===== config.mk =====
export PLATFORM = sky130hd
export DESIGN_NAME = table_fsm
export DESIGN_NICKNAME = d
export VERILOG_FILES = /design/src/rtl/table_fsm.sv
export SDC_FILE = /design/constraint.sdc
export NUM_CORES = 1
export LEC_CHECK = 0
export ABC_CLOCK_PERIOD_IN_PS = 2700
export CORE_MARGIN = 2
export CORE_UTILIZATION = 45
export CTS_BUF_LIST = sky130_fd_sc_hd__clkbuf_16
export CTS_CLUSTER_SIZE = 12
export DETAILED_ROUTE_END_ITERATION = 8
export GPL_ROUTABILITY_DRIVEN = 0
export SLEW_MARGIN = 40
export SYNTH_ARGS = -nofsm -noshare
export SYNTH_HDL_FRONTEND = slang
export SYNTH_SLANG_ARGS = --single-unit

===== constraint.sdc =====
create_clock -name clk -period 2.7 [get_ports clk]
set_input_delay 0.54 -clock clk [delete_from_list [all_inputs] [get_ports clk]]
set_output_delay 0.54 -clock clk [all_outputs]
set_load 0.01 [all_outputs]

===== src/rtl/table_fsm.sv =====
// table_fsm: Moore FSM whose next state is read from a writable {input, state}-addressed table,
// with per-entry valid bits, illegal-transition recovery, hold enable and saturating step count.
module table_fsm #(
    parameter int SW = 3,
    parameter int IW = 1,
    parameter logic [SW-1:0] RESET_STATE = SW'(2),
    parameter int CW = 4
) (
    input  logic             clk,
    input  logic             reset,
    input  logic             en,
    input  logic [IW-1:0]    in,
    input  logic             wr_en,
    input  logic [SW+IW-1:0] wr_addr,
    input  logic [SW:0]      wr_data,
    output logic [SW-1:0]    state,
    output logic             changed,
    output logic             illegal,
    output logic [CW-1:0]    steps
);
    localparam int AW = SW + IW;
    localparam bit LEGACY = SW == 3 && IW == 1;

    function automatic logic [SW:0] legacy_entry(input logic [AW-1:0] a);
        logic b;
        b = a[SW];
        if (!LEGACY) return '0;
        case (int'(a[SW-1:0]))
            2: return {1'b1, SW'(6)};
            4: return {1'b1, b ? SW'(6) : SW'(2)};
            5: return {1'b1, SW'(4)};
            6: return {1'b1, b ? SW'(7) : SW'(5)};
            7: return {1'b1, SW'(5)};
            default: return '0;
        endcase
    endfunction

    // Entries are stored XORed with the legacy contents, so all-zero power-up storage reads back as the legacy table.
    logic [SW:0]    tbl [1 << AW];
    logic [AW-1:0]  rd_addr;
    logic [SW:0]    entry;
    logic [SW-1:0]  state_d;
    logic           changed_d;
    logic           illegal_d;
    logic [CW-1:0]  steps_d;

    assign rd_addr = {in, state};
    assign entry = tbl[rd_addr] ^ legacy_entry(rd_addr);

    always_ff @(posedge clk)
        if (wr_en) tbl[wr_addr] <= wr_data ^ legacy_entry(wr_addr);

    always_comb begin
        state_d = state;
        changed_d = 1'b0;
        illegal_d = illegal;
        steps_d = steps;
        if (en) begin
            state_d = entry[SW] ? entry[SW-1:0] : RESET_STATE;
            changed_d = state_d != state;
            illegal_d = illegal | ~entry[SW];
            steps_d = &steps ? steps : steps + 1'b1;
        end
    end

    always_ff @(posedge clk)
        if (reset) begin
            state <= RESET_STATE;
            changed <= 1'b0;
            illegal <= 1'b0;
            steps <= '0;
        end else begin
            state <= state_d;
            changed <= changed_d;
            illegal <= illegal_d;
            steps <= steps_d;
        end
endmodule


### Word-level counts from Yosys, hierarchy flattened

Memory sizes are Yosys's and may differ from the RTL's.
Index checks and enable logic that the tools add are counted.

| word-level totals | value |
|---|---|
| register bits | 9 |
| memory bits (writable) | 64 |
| output and inout port bits | 9 |
| logic and storage cells | 36 |
| memories kept | 1 |

Memories:

| memory | words | width | read ports | clocked after Yosys merged registers in | wr ports | RTL line | RTL |
|---|---|---|---|---|---|---|---|
| tbl | 16 | 4 | 1 | 0 | 1 | 39 | `logic [SW:0] tbl [1 << AW];` |

| operators by class | value |
|---|---|
| add/subtract/negate cells | 1 |
| equality and inequality tests | 11 |
| muxes and demuxes | 10 |
| bitwise operators | 6 |
| reduce and logical (&&, ||, !) cells | 3 |

Operators by type and width:

| operator | number |
|---|---|
| 4-bit one-hot mux with 5 select lines | 2 |
| 3-bit equality test (second input constant) | 8 |
| 3-bit two-way mux | 3 |
| 4-bit bitwise XOR | 2 |
| 3-bit by 2-bit equality test with 1-bit output (second input constant) | 2 |
| 4-bit by 1-bit adder with 4-bit output (second input constant) | 1 |
| 2-bit two-way mux | 2 |
| 4-bit two-way mux | 1 |
| 4-bit AND reduction | 1 |
| 3-bit inequality test | 1 |
| 1-bit inverter | 3 |
| 1-bit two-way mux | 2 |
| 2-bit AND reduction | 1 |
| 2-bit OR reduction | 1 |
| 1-bit OR | 1 |

### Logic depth before layout (Yosys ltp)

Gate-level depths: netlist (run 1).

| depth | value |
|---|---|
| word-level depth | 5 |
| depth in mapped cells | 10 |

### Least setup slack after synthesis (run 1)

Ideal clock, no wire load.

| timing | value |
|---|---|
| path type | register -> register |
| start point | register state[0] |
| end point | register changed |
| setup time | 91 ps |
| data arrival time | 2119 ps |
| data required time | 2609 ps |
| setup slack | 490 ps |
| cell stages (with the launch flop) | 8 |
| path buffers | 1 |
| path through | dfxtp_1 > buf_6 > mux4_1 > mux4_2 > xnor2_1 > a21oi_1 > xnor2_1 > a311oi_1 |

| between the ends | value |
|---|---|
| cells in the longest elaborated chain, start to end | 5 |
| elaborated cells on any way between the ends | 10 |
| those cells by class | eq/ne: 6; mux: 2; bitwise: 1; memory: 1 |

RTL lines:

| element | RTL line | RTL |
|---|---|---|
| start: declaration | 16 | `output logic [SW-1:0] state,` |
| start signal: assignment | 73 | `state <= state_d;` |
| parallel branches: the longest is 4 deep, another holds memory 16 x 4 bit | - |  |
| 3-bit inequality test (*) | 60 | `changed_d = state_d != state;` |
| end signal: assignment | 74 | `changed <= changed_d;` |
| end: declaration | 17 | `output logic changed,` |

Every way passes the cells marked *.
A chain may end at the register's enable or synchronous reset.

### Final worst setup path (run 1)

Same ends and word-level chain as after synthesis.

==> results of run 1 <==
[stage by stage]
step	cells	total power (W)	utilization
4_1_cts	364	0.003058	0.5571
5_1_grt	364	0.003169	0.5571
2_1_floorplan	224	0.001734	-
6_report	364	0.003031	0.5571
3_3_place_gp	348	0.001891	0.5130
3_5_place_dp	348	0.001894	0.5151
[power by group through the flow]
| stage | clock network [W] | registers [W] | logic, W |
|---|---|---|---|
| detailed placement | 0 | 0.00135 | 0.000542 |
| CTS | 0.00119 | 0.00133 | 0.000544 |
| floorplan | 0 | 0.00134 | 0.000397 |
| global placement | 0 | 0.00135 | 0.000540 |
| finish | 0.00117 | 0.00133 | 0.000538 |
| global route | 0.00124 | 0.00133 | 0.000595 |
[kinds of logic (layout without fill, tap and decap cells)]
group / after synthesis / after routing / share of synthesized area
buf+inv: 18 / 59 / 0.03254
mux: 26 / 26 / 0.1320
simple gates: 60 / 60 / 0.08702
compound gates: 36 / 36 / 0.08248
flops: 73 / 73 / 0.6356
xor+xnor: 10 / 10 / 0.02649
fa+ha+maj: 1 / 1 / 0.003783
[path summary, 6_finish.rpt]
path	slack [ps]	end	depth (start not counted)
setup / recovery	320	changed	6
hold / removal	480	illegal	2
setup reg to reg	320	changed	6
hold reg to reg	480	illegal	2
[metal layers]
metal  global-route usage  wire length (um)
met2               0.2809              3058
met3              0.03856               231
met4              0.07051               123
met5                    0                 0
met1               0.2210              2756
[cell type report]
cell class                      instances  area, um2  share of cell area
Clock buffer                            9      225.2             0.05634
Clock inverter                          7      76.32             0.01909
Inverter                                5      18.77            0.004695
Multi-Input combinational cell        133       1112              0.2782
Sequential cell                        73       2103              0.5261
Tap cell                               99      123.9             0.03099
Timing Repair Buffer                   38      337.8             0.08451
[worst max-delay path: stages (launching register included)]
cell and delay (ps):
dfxtp_2 450, mux4_1 600, mux4_2 520, xnor2_1 140, a21oi_1 190, xnor2_1 90
a311oi_1 280
[sequential cells by signal (all words and copies together) (netlist names)]
signal,flops
changed,1
steps,4
state,3
illegal,1
tbl,64
[cells in the final DEF, fill, tap and decap left out, types with 7 or more instances in the layout]
| cell | n |
|---|---|
| edfxtp_1 | 64 |
| a21oi_1 | 7 |
| clkdlybuf4s50_1 | 21 |
| nor2_1 | 23 |
| mux4_2 | 9 |
| buf_4 | 17 |
| nand2_1 | 11 |
| clkbuf_16 | 9 |
| dfxtp_1 | 8 |
| xnor2_1 | 7 |
| mux2i_1 | 11 |
==> impl_metrics.ini, run 1 <==
[layout]
fillers = 580
area_growth_pct = 20.89
drive_gt1_frac = 0.1962
antenna_cells = 0
final_area_um2 = 3998
nets = 274

[critical_path]
crit_arrival_ps = 2600
timing.critical_path.from = state[0]
worstSetupPathType = register to register
reg2reg_from = state[0]
crit_required_ps = 2930
cp-start-kind = register
worst-path-max-fanout = 7
end_kind = register

[clock_network]
ctsResizeCount = 0
clock_latency_ps = 330
cts_tree = yes
cts_setup_buffers = 0
clock_sinks = 73
ctsRootBufferMaster = clkbuf_16
htree_levels = 3
clockBufferDepth = 2
numCtsBuffers = 9
cts.clk_slew.worst_paths_ps = 60
cts_hold_buf = 0

[job]
cap_viol_max_count = 0

[power_and_ir_drop]
p_sw_w = 0.0007587
p_int_w = 0.002272
power.share.combinational = 0.177
vdd_drop_max_v = 0.0003360
p_clk_frac = 0.385
power.density_nw_per_um2 = 758.1
switching_share = 0.2503
pwr-share-seq = 0.438
p_leak_nw = 1.336

[placed_design]
dp_slack_ps = 159.7
dpl.hpwl_mm = 4.606
port_buffers = 21
place_area_um2 = 3696

[global_route]
grt.total_usage = 0.1708
grt_pass1_vias = 1984
grt_pass1_wl_mm = 10.41
grt_remaining_overflow = 0
antenna_found_initial = 0
grt_max_degree = 17

[die]
pin_count = 22
dieArea_um2 = 8051
die_height_um = 89.73
die_x_um = 89.73
initial_core_util = 0.4609
num_rows = 31
core_area_um2 = 7176

[synthesis]
yosys.cell_types.count = 48
avgSynthCellArea_um2 = 14.76
synth_top_cell_by_area = edfxtp_1
async_flop_share = 0
synth-edff-count = 64
ys.flop_type = edfxtp_1
yosysWarnings = 0
synth_common_cells = edfxtp_1, nor2_1, mux2i_1, nand2_1
synth.top_cell.area_share = 0.5812
ys_ff_latch = 73
synth_seq_area_share = 0.6356
synth_nets = 238
syn_area_um2 = 3307
synth_area_leaders = edfxtp_1, mux4_2, dfxtp_1
post-synth-top-count-cell = edfxtp_1
syn-instance-count = 224

[sta]
hold_viol = 0
fin_crit_sh = 0.8805
hold_ws_ps = 478.9
setup_viol = 0
clock_skew_ps = 4.977
final.min_clock_period_ps = 2377
rsz0062_at_grt = false
max_freq_ghz = 0.4206
slew_headroom = 0.5660
fin_ws_ps = 322.7
final-max-slew-violation-count = 0
totalNegativeSetupSlack_ps = 0
worstMarginPinSlew_ps = 647.9

[hold_path]
hp-class = register to register
min_from = illegal

[drt]
route.detailed.drc = 0
drt_iter0_markers = 118
drtPass1Iterations = 4
ant_nets = 0
wl_per_cell_um = 16.95
wirelength_mm = 6.170
avgViaCountPerCell = 5.332
vias = 1941

[status]
status = complete, no violations
Note: power is estimated with default switching activity, not from simulation.
==> run 2: changes to the inputs <==
--- a/config.mk
+++ b/config.mk
@@ -6,12 +6,14 @@
 export NUM_CORES = 1
 export LEC_CHECK = 0
 export ABC_CLOCK_PERIOD_IN_PS = 2700
+export CAP_MARGIN = 20
 export CORE_MARGIN = 2
 export CORE_UTILIZATION = 45
 export CTS_BUF_LIST = sky130_fd_sc_hd__clkbuf_16
 export CTS_CLUSTER_SIZE = 12
 export DETAILED_ROUTE_END_ITERATION = 8
 export GPL_ROUTABILITY_DRIVEN = 0
+export SETUP_SLACK_MARGIN = 0.3
 export SLEW_MARGIN = 40
 export SYNTH_ARGS = -nofsm -noshare
 export SYNTH_HDL_FRONTEND = slang
==> run 2 against run 1 <==
Compared with the run above:
- clock skew is essentially flat
- combinational power grew 4.3%
- sequential share of layout area fell by 0.18 points
- wire length increased by 1.2%
- worst hold slack about the same
- critical endpoint unchanged
==> impl_metrics.ini, run 2 (synthesized netlist as in run 1, its figures left out) <==
[clock_network]
clock_sinks = 73
cts_hold_buf = 0
clock_latency_ps = 330
cts_tree = yes
clockBufferDepth = 2
numCtsBuffers = 9
htree_levels = 3
ctsRootBufferMaster = clkbuf_16
cts.clk_slew.worst_paths_ps = 60

[power_and_ir_drop]
p_total_w = 0.003056
p_int_w = 0.002284
switching_share = 0.2526
p_leak_nw = 1.340
p_clk_frac = 0.382
vdd_drop_max_v = 0.0003364
power.share.combinational = 0.184
pwr-share-seq = 0.435
power.density_nw_per_um2 = 760.8
p_sw_w = 0.0007719

[layout]
antenna_cells = 0
most-common-layout-cells = edfxtp_1, nor2_1, clkdlybuf4s50_1
final_util = 0.5597
drive_gt1_frac = 0.2264
fillers = 581
final_area_um2 = 4016
finalNonFillerCells = 364
max_flop_register = tbl
final_common_cell = edfxtp_1
reg.largest.list = tbl (64), steps (4), state (3)
area_growth_pct = 21.45
nets = 274
largest_reg_flops = 64

[critical_path]
worstSetupPathType = register to register
crit_required_ps = 2930
crit_arrival_ps = 2480
end_kind = register
cp-start-kind = register
worst-path-max-fanout = 7

[die]
die_x_um = 89.73
dieArea_um2 = 8051
num_rows = 31
initial_core_util = 0.4609
die_height_um = 89.73
core_area_um2 = 7176
pin_count = 22

[sta]
clock_skew_ps = 4.861
worstMarginPinSlew_ps = 634.2
final-max-slew-violation-count = 0
totalNegativeSetupSlack_ps = 0
final.min_clock_period_ps = 2254
slew_headroom = 0.5751
rsz0062_at_grt = false
max_freq_ghz = 0.4437
hold_viol = 0
fin_crit_sh = 0.8347
setup_viol = 0

[status]
status = complete, no violations

[drt]
avgViaCountPerCell = 5.330
drtPass1Iterations = 4
vias = 1940
wirelength_mm = 6.244
route.detailed.drc = 0
ant_nets = 0
wl_per_cell_um = 17.15
drt_iter0_markers = 123

[placed_design]
port_buffers = 21
dp.cells = 348
place_area_um2 = 3696
dpl.hpwl_mm = 4.606

[hold_path]
hp-class = register to register

[global_route]
grt_pass1_wl_mm = 10.43
grt.total_usage = 0.1711
grt_remaining_overflow = 0
antenna_found_initial = 0
grt_max_degree = 17
grt_pass1_vias = 1995

[job]
cap_viol_max_count = 0
==> run 2: changes by cell type in the layout (fill, tap and decap cells not counted), sizes merged <==
cell | previous run | this run
clkdlybuf4s50 | 21 | 20
dlymetal6s2s | 0 | 1
==> run 2: final timing paths <==
| check | cells past startpoint | startpoint | slack (ps) | to |
|---|---|---|---|---|
| max | 6 | state[0] | 450 | changed |
| min | 2 | illegal | 480 | illegal |
| max reg2reg | 6 | state[0] | 450 | changed |
| min reg2reg | 2 | illegal | 480 | illegal |
==> run 2: power groups by stage <==
stage / Sequential, W / Clock (W) / Combinational [W]
global placement: 0.00135 / 0 / 0.000540
detailed placement: 0.00135 / 0 / 0.000542
finish: 0.00133 / 0.00117 / 0.000561
CTS: 0.00133 / 0.00119 / 0.000544
floorplan: 0.00134 / 0 / 0.000397
global route: 0.00133 / 0.00124 / 0.000616
==> run 2: area by class of cell <==
class,instances,area (um2),area share
Timing Repair Buffer,38,340.3,0.08474
Multi-Input combinational cell,133,1126,0.2804
Clock inverter,7,76.32,0.01900
Tap cell,99,123.9,0.03084
Sequential cell,73,2106,0.5243
Clock buffer,9,225.2,0.05607
Inverter,5,18.77,0.004673
==> run 2: stage by stage <==
stage                     setup slack, ps  hold slack, ps
after global placement              181.0           468.7
after CTS                           338.5           482.7
after detailed placement            159.7           469.5
final                               446.2           478.9
after global routing                300.9           519.2
after floorplan                     490.2           505.0
==> run 2: worst max-delay path, stage by stage, from the launching register on <==
cell and delay, ps:
dfxtp_4 430, mux4_2 530, mux4_2 530, xnor2_2 160
a21oi_2 150, xnor2_1 80, a311oi_1 280
==> run 2: metal layers <==
metal | GRT usage | vias to the layer above | wire, um
met3 | 0.03856 | 9 | 237
met2 | 0.2822 | 35 | 3122
met1 | 0.2210 | 956 | 2797
li1 | - | 940 | -
met4 | 0.07051 | 0 | 88
met5 | 0 | - | 0
==> run 2: repair_timing <==
action,4_1_cts,5_1_grt
gates resized for setup,1,9
buffers inserted,0,0
pin swaps,0,1
setup endpoints to repair,1,1
